File: src/rtl/ps2_host_tx_if.sv
// Host-to-device PS/2 transmitter bus: byte request handshake, pad samples and open-drain enables, status.
// master = user/pad side, slave = ps2_host_tx.
interface ps2_host_tx_if;
    logic [7:0] tx_data;
    logic       tx_valid;
    logic       tx_ready;
    logic       ps2_clk_in;
    logic       ps2_data_in;
    logic       ps2_clk_oe;
    logic       ps2_data_oe;
    logic       busy;
    logic       done;
    logic       ack_err;

    modport master (
        output tx_data, tx_valid, ps2_clk_in, ps2_data_in,
        input  tx_ready, ps2_clk_oe, ps2_data_oe, busy, done, ack_err
    );

    modport slave (
        input  tx_data, tx_valid, ps2_clk_in, ps2_data_in,
        output tx_ready, ps2_clk_oe, ps2_data_oe, busy, done, ack_err
    );
endinterface

File: src/rtl/ps2_host_tx.sv
// PS/2 host-to-device command transmitter: request-to-send, 8 data bits LSB first, odd parity, stop, ACK sample.
// Optional watchdog enabled by defining PS2_TX_TIMEOUT_EN (adds parameter TIMEOUT_US).
module ps2_host_tx #(
    parameter int CLK_FREQ   = 25_000_000,
    parameter int INHIBIT_US = 100
`ifdef PS2_TX_TIMEOUT_EN
    ,
    parameter int TIMEOUT_US = 15000
`endif
) (
    input  logic           clk,
    input  logic           clrn,
    ps2_host_tx_if.slave   bus
);

    localparam int INHIBIT_CYC = CLK_FREQ / 1_000_000 * INHIBIT_US;
    localparam int CNT_W       = $clog2(INHIBIT_CYC);

    typedef enum logic [2:0] {
        S_IDLE,
        S_INHIBIT,
        S_REQ,
        S_ACK,
        S_WAITIDLE
    } state_t;

    state_t           r_state;
    logic [2:0]       r_clk_sync;
    logic [1:0]       r_data_sync;
    logic             r_fall;
    logic [7:0]       r_byte;
    logic             r_par;
    logic [3:0]       r_bit;
    logic [CNT_W-1:0] r_cnt;
    logic             r_nack;
    logic             r_idle_seen;
    logic             r_tx_ready;
    logic             r_busy;
    logic             r_done;
    logic             r_ack_err;
    logic             r_clk_oe;
    logic             r_data_oe;

    logic             w_accept;
    logic             w_bus_idle;

    assign w_accept   = (r_state == S_IDLE) && bus.tx_valid && r_tx_ready;
    assign w_bus_idle = r_clk_sync[2] && r_data_sync[1];

`ifdef PS2_TX_TIMEOUT_EN
    localparam int TIMEOUT_CYC = CLK_FREQ / 1_000_000 * TIMEOUT_US;
    localparam int WD_W        = $clog2(TIMEOUT_CYC + 1);

    logic [WD_W-1:0] r_wd;
    logic            w_wd_expire;

    // A fall in the expiring cycle counts as device activity and wins.
    assign w_wd_expire = (r_state inside {S_REQ, S_ACK, S_WAITIDLE}) && !r_fall
                         && (r_wd == WD_W'(TIMEOUT_CYC - 1));
`endif

    // Pin synchronizers; idle-high reset values keep the first cycles free of false falls.
    always_ff @(posedge clk or negedge clrn) begin
        if (!clrn) begin
            r_clk_sync  <= 3'b111;
            r_data_sync <= 2'b11;
            r_fall      <= 1'b0;
        end else begin
            r_clk_sync  <= {r_clk_sync[1:0], bus.ps2_clk_in};
            r_data_sync <= {r_data_sync[0], bus.ps2_data_in};
            r_fall      <= r_clk_sync[2] & ~r_clk_sync[1];
        end
    end

    // Command byte and its odd-parity bit, captured at acceptance.
    always_ff @(posedge clk) begin
        if (w_accept) begin
            r_byte <= bus.tx_data;
            r_par  <= ~^bus.tx_data;
        end
    end

    always_ff @(posedge clk or negedge clrn) begin
        if (!clrn) begin
            r_state     <= S_IDLE;
            r_bit       <= '0;
            r_cnt       <= '0;
            r_nack      <= 1'b0;
            r_idle_seen <= 1'b0;
            r_tx_ready  <= 1'b1;
            r_busy      <= 1'b0;
            r_done      <= 1'b0;
            r_ack_err   <= 1'b0;
            r_clk_oe    <= 1'b0;
            r_data_oe   <= 1'b0;
`ifdef PS2_TX_TIMEOUT_EN
            r_wd        <= '0;
`endif
        end else begin
            r_done    <= 1'b0;
            r_ack_err <= 1'b0;
            case (r_state)
                S_IDLE: begin
                    if (w_accept) begin
                        r_state    <= S_INHIBIT;
                        r_busy     <= 1'b1;
                        r_tx_ready <= 1'b0;
                        r_clk_oe   <= 1'b1;
                        r_data_oe  <= 1'b0;
                        r_cnt      <= '0;
                    end
                end
                S_INHIBIT: begin
                    r_cnt <= r_cnt + 1'b1;
                    if (r_cnt == CNT_W'(INHIBIT_CYC - 2)) begin
                        r_data_oe <= 1'b1;
                    end
                    if (r_cnt == CNT_W'(INHIBIT_CYC - 1)) begin
                        r_state   <= S_REQ;
                        r_clk_oe  <= 1'b0;
                        r_data_oe <= 1'b1;
                        r_bit     <= '0;
`ifdef PS2_TX_TIMEOUT_EN
                        r_wd      <= '0;
`endif
                    end
                end
                S_REQ: begin
                    if (r_fall) begin
                        r_bit <= r_bit + 1'b1;
                        if (r_bit < 4'd8) begin
                            r_data_oe <= ~r_byte[r_bit[2:0]];
                        end else if (r_bit == 4'd8) begin
                            r_data_oe <= ~r_par;
                        end else begin
                            r_data_oe <= 1'b0;
                            r_state   <= S_ACK;
                        end
                    end
                end
                S_ACK: begin
                    if (r_fall) begin
                        r_nack      <= r_data_sync[1];
                        r_idle_seen <= 1'b0;
                        r_state     <= S_WAITIDLE;
                    end
                end
                S_WAITIDLE: begin
                    if (w_bus_idle) begin
                        r_idle_seen <= 1'b1;
                        if (r_idle_seen) begin
                            r_state    <= S_IDLE;
                            r_busy     <= 1'b0;
                            r_tx_ready <= 1'b1;
                            r_done     <= 1'b1;
                            r_ack_err  <= r_nack;
                        end
                    end else begin
                        r_idle_seen <= 1'b0;
                    end
                end
                default: begin
                    r_state    <= S_IDLE;
                    r_busy     <= 1'b0;
                    r_tx_ready <= 1'b1;
                    r_clk_oe   <= 1'b0;
                    r_data_oe  <= 1'b0;
                end
            endcase
`ifdef PS2_TX_TIMEOUT_EN
            if (r_state inside {S_REQ, S_ACK, S_WAITIDLE}) begin
                r_wd <= r_fall ? '0 : r_wd + 1'b1;
            end
            if (w_wd_expire) begin
                r_state    <= S_IDLE;
                r_busy     <= 1'b0;
                r_tx_ready <= 1'b1;
                r_clk_oe   <= 1'b0;
                r_data_oe  <= 1'b0;
                r_done     <= 1'b1;
                r_ack_err  <= 1'b1;
            end
`endif
        end
    end

    assign bus.tx_ready    = r_tx_ready;
    assign bus.busy        = r_busy;
    assign bus.done        = r_done;
    assign bus.ack_err     = r_ack_err;
    assign bus.ps2_clk_oe  = r_clk_oe;
    assign bus.ps2_data_oe = r_data_oe;

endmodule
File: src/flat_wrapper.sv
// flat-port wrapper written by rule: the top's interface ports become plain ports
module ps2_host_tx_flat 
#(
    parameter int CLK_FREQ   = 25_000_000,
    parameter int INHIBIT_US = 100

)
  (clk, clrn, bus_tx_data, bus_tx_valid, bus_ps2_clk_in, bus_ps2_data_in, bus_tx_ready, bus_ps2_clk_oe, bus_ps2_data_oe, bus_busy, bus_done, bus_ack_err);
  ps2_host_tx_if bus_i ();
  input  logic clk;
  input  logic clrn;
  input wire logic [$bits(bus_i.tx_data)-1:0] bus_tx_data;
  input wire logic [$bits(bus_i.tx_valid)-1:0] bus_tx_valid;
  input wire logic [$bits(bus_i.ps2_clk_in)-1:0] bus_ps2_clk_in;
  input wire logic [$bits(bus_i.ps2_data_in)-1:0] bus_ps2_data_in;
  output wire logic [$bits(bus_i.tx_ready)-1:0] bus_tx_ready;
  output wire logic [$bits(bus_i.ps2_clk_oe)-1:0] bus_ps2_clk_oe;
  output wire logic [$bits(bus_i.ps2_data_oe)-1:0] bus_ps2_data_oe;
  output wire logic [$bits(bus_i.busy)-1:0] bus_busy;
  output wire logic [$bits(bus_i.done)-1:0] bus_done;
  output wire logic [$bits(bus_i.ack_err)-1:0] bus_ack_err;
  assign bus_i.tx_data = bus_tx_data;
  assign bus_i.tx_valid = bus_tx_valid;
  assign bus_i.ps2_clk_in = bus_ps2_clk_in;
  assign bus_i.ps2_data_in = bus_ps2_data_in;
  assign bus_tx_ready = bus_i.tx_ready;
  assign bus_ps2_clk_oe = bus_i.ps2_clk_oe;
  assign bus_ps2_data_oe = bus_i.ps2_data_oe;
  assign bus_busy = bus_i.busy;
  assign bus_done = bus_i.done;
  assign bus_ack_err = bus_i.ack_err;
  ps2_host_tx #(.CLK_FREQ(CLK_FREQ), .INHIBIT_US(INHIBIT_US)) u_core (.clk(clk), .clrn(clrn), .bus(bus_i));
endmodule
File: config.mk
export PLATFORM = sky130hd
export DESIGN_NAME = ps2_host_tx_flat
export DESIGN_NICKNAME = d
export VERILOG_FILES = /design/src/rtl/ps2_host_tx_if.sv /design/src/rtl/ps2_host_tx.sv /design/src/flat_wrapper.sv
export SDC_FILE = /design/constraint.sdc
export NUM_CORES = 1
export LEC_CHECK = 0
export ABC_AREA = 1
export CAP_MARGIN = 20
export CORE_MARGIN = 3
export CORE_UTILIZATION = 51
export CTS_CLUSTER_SIZE = 10
export DETAILED_ROUTE_END_ITERATION = 16
export PLACE_DENSITY = 0.74
export SLEW_MARGIN = 20
export SYNTH_ARGS = -nofsm -noshare
export SYNTH_HDL_FRONTEND = slang
export SYNTH_SLANG_ARGS = --single-unit
File: constraint.sdc
create_clock -name clk -period 1.45 [get_ports clk]
set_input_delay 0.2175 -clock clk [delete_from_list [all_inputs] [get_ports clk]]
set_output_delay 0.2175 -clock clk [all_outputs]
set_load 0.01 [all_outputs]
==> results.ini <==
[run_status]
status=finished clean

[critical_path]
cp.arrival_ps=1170
ff2ff_path_depth=11
timing.rr.end=u_core.bus.ps2_data_oe
crit_chain=clkdlybuf4s50_1
cp_data_required_time_ps=1230
startpoint=u_core.bus.busy
cp-end-kind=output port
reg2reg_slack_ps=80
critPathTopFamily=buffers and inverters
critPathMaxStageDelay_ps=530
rr_startpoint=u_core.r_state[2]
path_max_fanout=2
cp_slowest_cell=clkdlybuf4s50_1
crit_type=flip-flop to output port
critPathLaunchType=flip-flop
worst-path-buf-inv=1

[timing]
rsz0062_at_grt=yes
relSlewSlack_pct=83.9
fmax_ghz=0.718
final.min_clock_period_ps=1390
finalWorstSetupSlack_ps=58.1
slew_violations=0
final.setup.tns_ps=0
setup_violations=0
final_hold_viol_count=0
skew_ps=4.02
whs_ps=278
worst_slew_pin_slew_ps=240
timing.final.crit_share_pct=96.0

[global_route]
antenna_found_initial=0
grt_pass1_wl_um=7500
grt_overflow_total=0
grt_max_degree=34
grt_util_all_layers_pct=18.8
grt_pass1_vias=1691

[floorplan]
core-area_um2=4060
rows=23
ios=19
start_util_pct=53.4
die_h_um=71.2
die-area_um2=5070
die_w_um=71.2

[power_and_ir_drop]
ir_worst_vdd_mv=1.02
powerDensity_nw_per_um2=1750
finalPower_uw=4730
leakage_uw=0.00130

[detailed_routing]
wl_um=4280
wl_per_cell_um=12.3
ant_nets=0
drc=0
dr.pass1.iters=4
vias=1744
viasPerCell=5.00
drt_iter0_markers=107

[placement]
routabilityCongestion=0.834
placed_area_um2=2500
dp_hpwl_um=3120
dp_slack_ps=-52.9
place.port_buffers=18

[clock_tree]
clkLatencyLatePin_ps=300
clkSinkCount=42
numCtsBuffers=5
hold_buffers=0
ctsLongestPathBuffers=2
clk_transition_reported_paths_ps=80
clock_tree.root_cell=clkbuf_8
htree_levels=2
cts_tree=done

[logic_synthesis]
synth_top_cells_by_count=70 x nand2_1, 41 x inv_1, 27 x dfrtp_1
netlist_instances=258
synth-edff-count=9
ys.flop_type=dfrtp_1
synthArstFlopShare_pct=78.6
ys_warn_count=0
ys_ff_latch=42
synthDominantCellAreaShare_pct=31.2
yosysTopAreaCell=dfrtp_1
postSynthAreaPerCell_um2=8.40
synthTopCellsByArea=dfrtp_1 31%, edfxtp_1 12%, nand2_1 12%
syn_area_um2=2170
synth.distinct_cells=31
yosysSeqAreaShare_pct=50.9
synth_nets=274
synth_most_common_cell=nand2_1

[cells_and_area]
num-nets-final=314
fillers=340
drive_gt1_share_pct=24.4
syn_to_final_growth_pct=24.9
diodes=0
final_area_um2=2710

[flow_run]
maxCapViolations=0

[worst_hold_path]
hp-class=input pin to asynchronous set/reset pin

## cell families (layout without fill, tap and decap cells)
family                   Yosys count  after routing  synth area share, %
buffers and inverters             48             89                 8.72
adder cells (fa/ha/maj)            3              3                 1.73
flip-flops                        42             42                 50.9
AO/OA/AOI/OAI                     21             21                 5.89
XOR/XNOR                           9              9                 3.64
AND/OR/NAND/NOR                  135            135                 29.1
## final cells by class
type	instances	area, um^2	share of cell area [%]
sequential	42	1110	40.9
multi-input combinational	168	931	34.4
timing repair buffer	35	324	12.0
inverter	46	173	6.38
clock buffer	6	93.8	3.47
tap	50	62.6	2.31
clock inverter	2	15.0	0.555
## per-stage QoR
stage / instances / util [%]
2_1_floorplan: 258 / -
3_3_place_gp: 336 / 61.5
3_5_place_dp: 336 / 61.5
4_1_cts: 344 / 64.2
5_1_grt: 349 / 66.7
6_report: 349 / 66.7
## routing by layer
layer / global-route usage, % / part of all wire [%]
met4: 6.89 / 1.5
met3: 3.98 / 3.9
met2: 31.0 / 49
met5: 0 / 0
met1: 24.3 / 45
## cells in the final DEF, fill, tap and decap left out, types with 4 or more instances in the layout
cell / netlist / final
clkbuf_8: 0 / 5
edfxtp_1: 9 / 9
a21oi_1: 5 / 5
xor2_1: 4 / 4
xnor2_1: 5 / 5
buf_4: 0 / 16
nand2_1: 70 / 69
dfrtp_2: 0 / 4
nand3_1: 24 / 20
inv_2: 5 / 8
o22ai_1: 4 / 4
inv_1: 41 / 38
nand2_2: 6 / 5
clkdlybuf4s50_1: 0 / 15
o21ai_0: 6 / 5
nor2_4: 3 / 4
nand3_2: 3 / 7
dfrtp_1: 27 / 23
nor2_2: 2 / 6
nor2_1: 18 / 13
dfstp_2: 6 / 6
## what timing repair did
action,in CTS,in global routing
endpoints found under the setup margin,2,15
resized for setup,2,23
buffers inserted,0,5
pin swaps,0,5
## worst max path at each step
stage / endpoint / slack, ps / depth (start not counted)
6_report: bus_busy / 60 / 1
2_1_floorplan: u_core.r_cnt[1] / 50 / 7
5_1_grt: u_core.r_cnt[11] / -60 / 8
4_1_cts: bus_ps2_data_oe / 2 / 1
3_3_place_gp: u_core.bus.ps2_data_oe / -20 / 10
3_5_place_dp: u_core.bus.ps2_data_oe / -50 / 10
## report_power, final
part,total (uW),leakage (uW),internal (uW),switching (uW)
logic,2050,0.000750,837,1220
registers,1810,0.000500,1550,262
clock network,865,0.0000486,443,422
total,4730,0.00130,2830,1900
## flip-flops by register name, summed over array words and instances, names as in the netlist, 2 cells and up
signal,flops
u_core.r_data_sync,2
u_core.r_bit,4
u_core.r_state,3
u_core.r_byte,8
u_core.r_clk_sync,3
u_core.r_cnt,12
No activity file was read; power rests on OpenSTA's default activity.
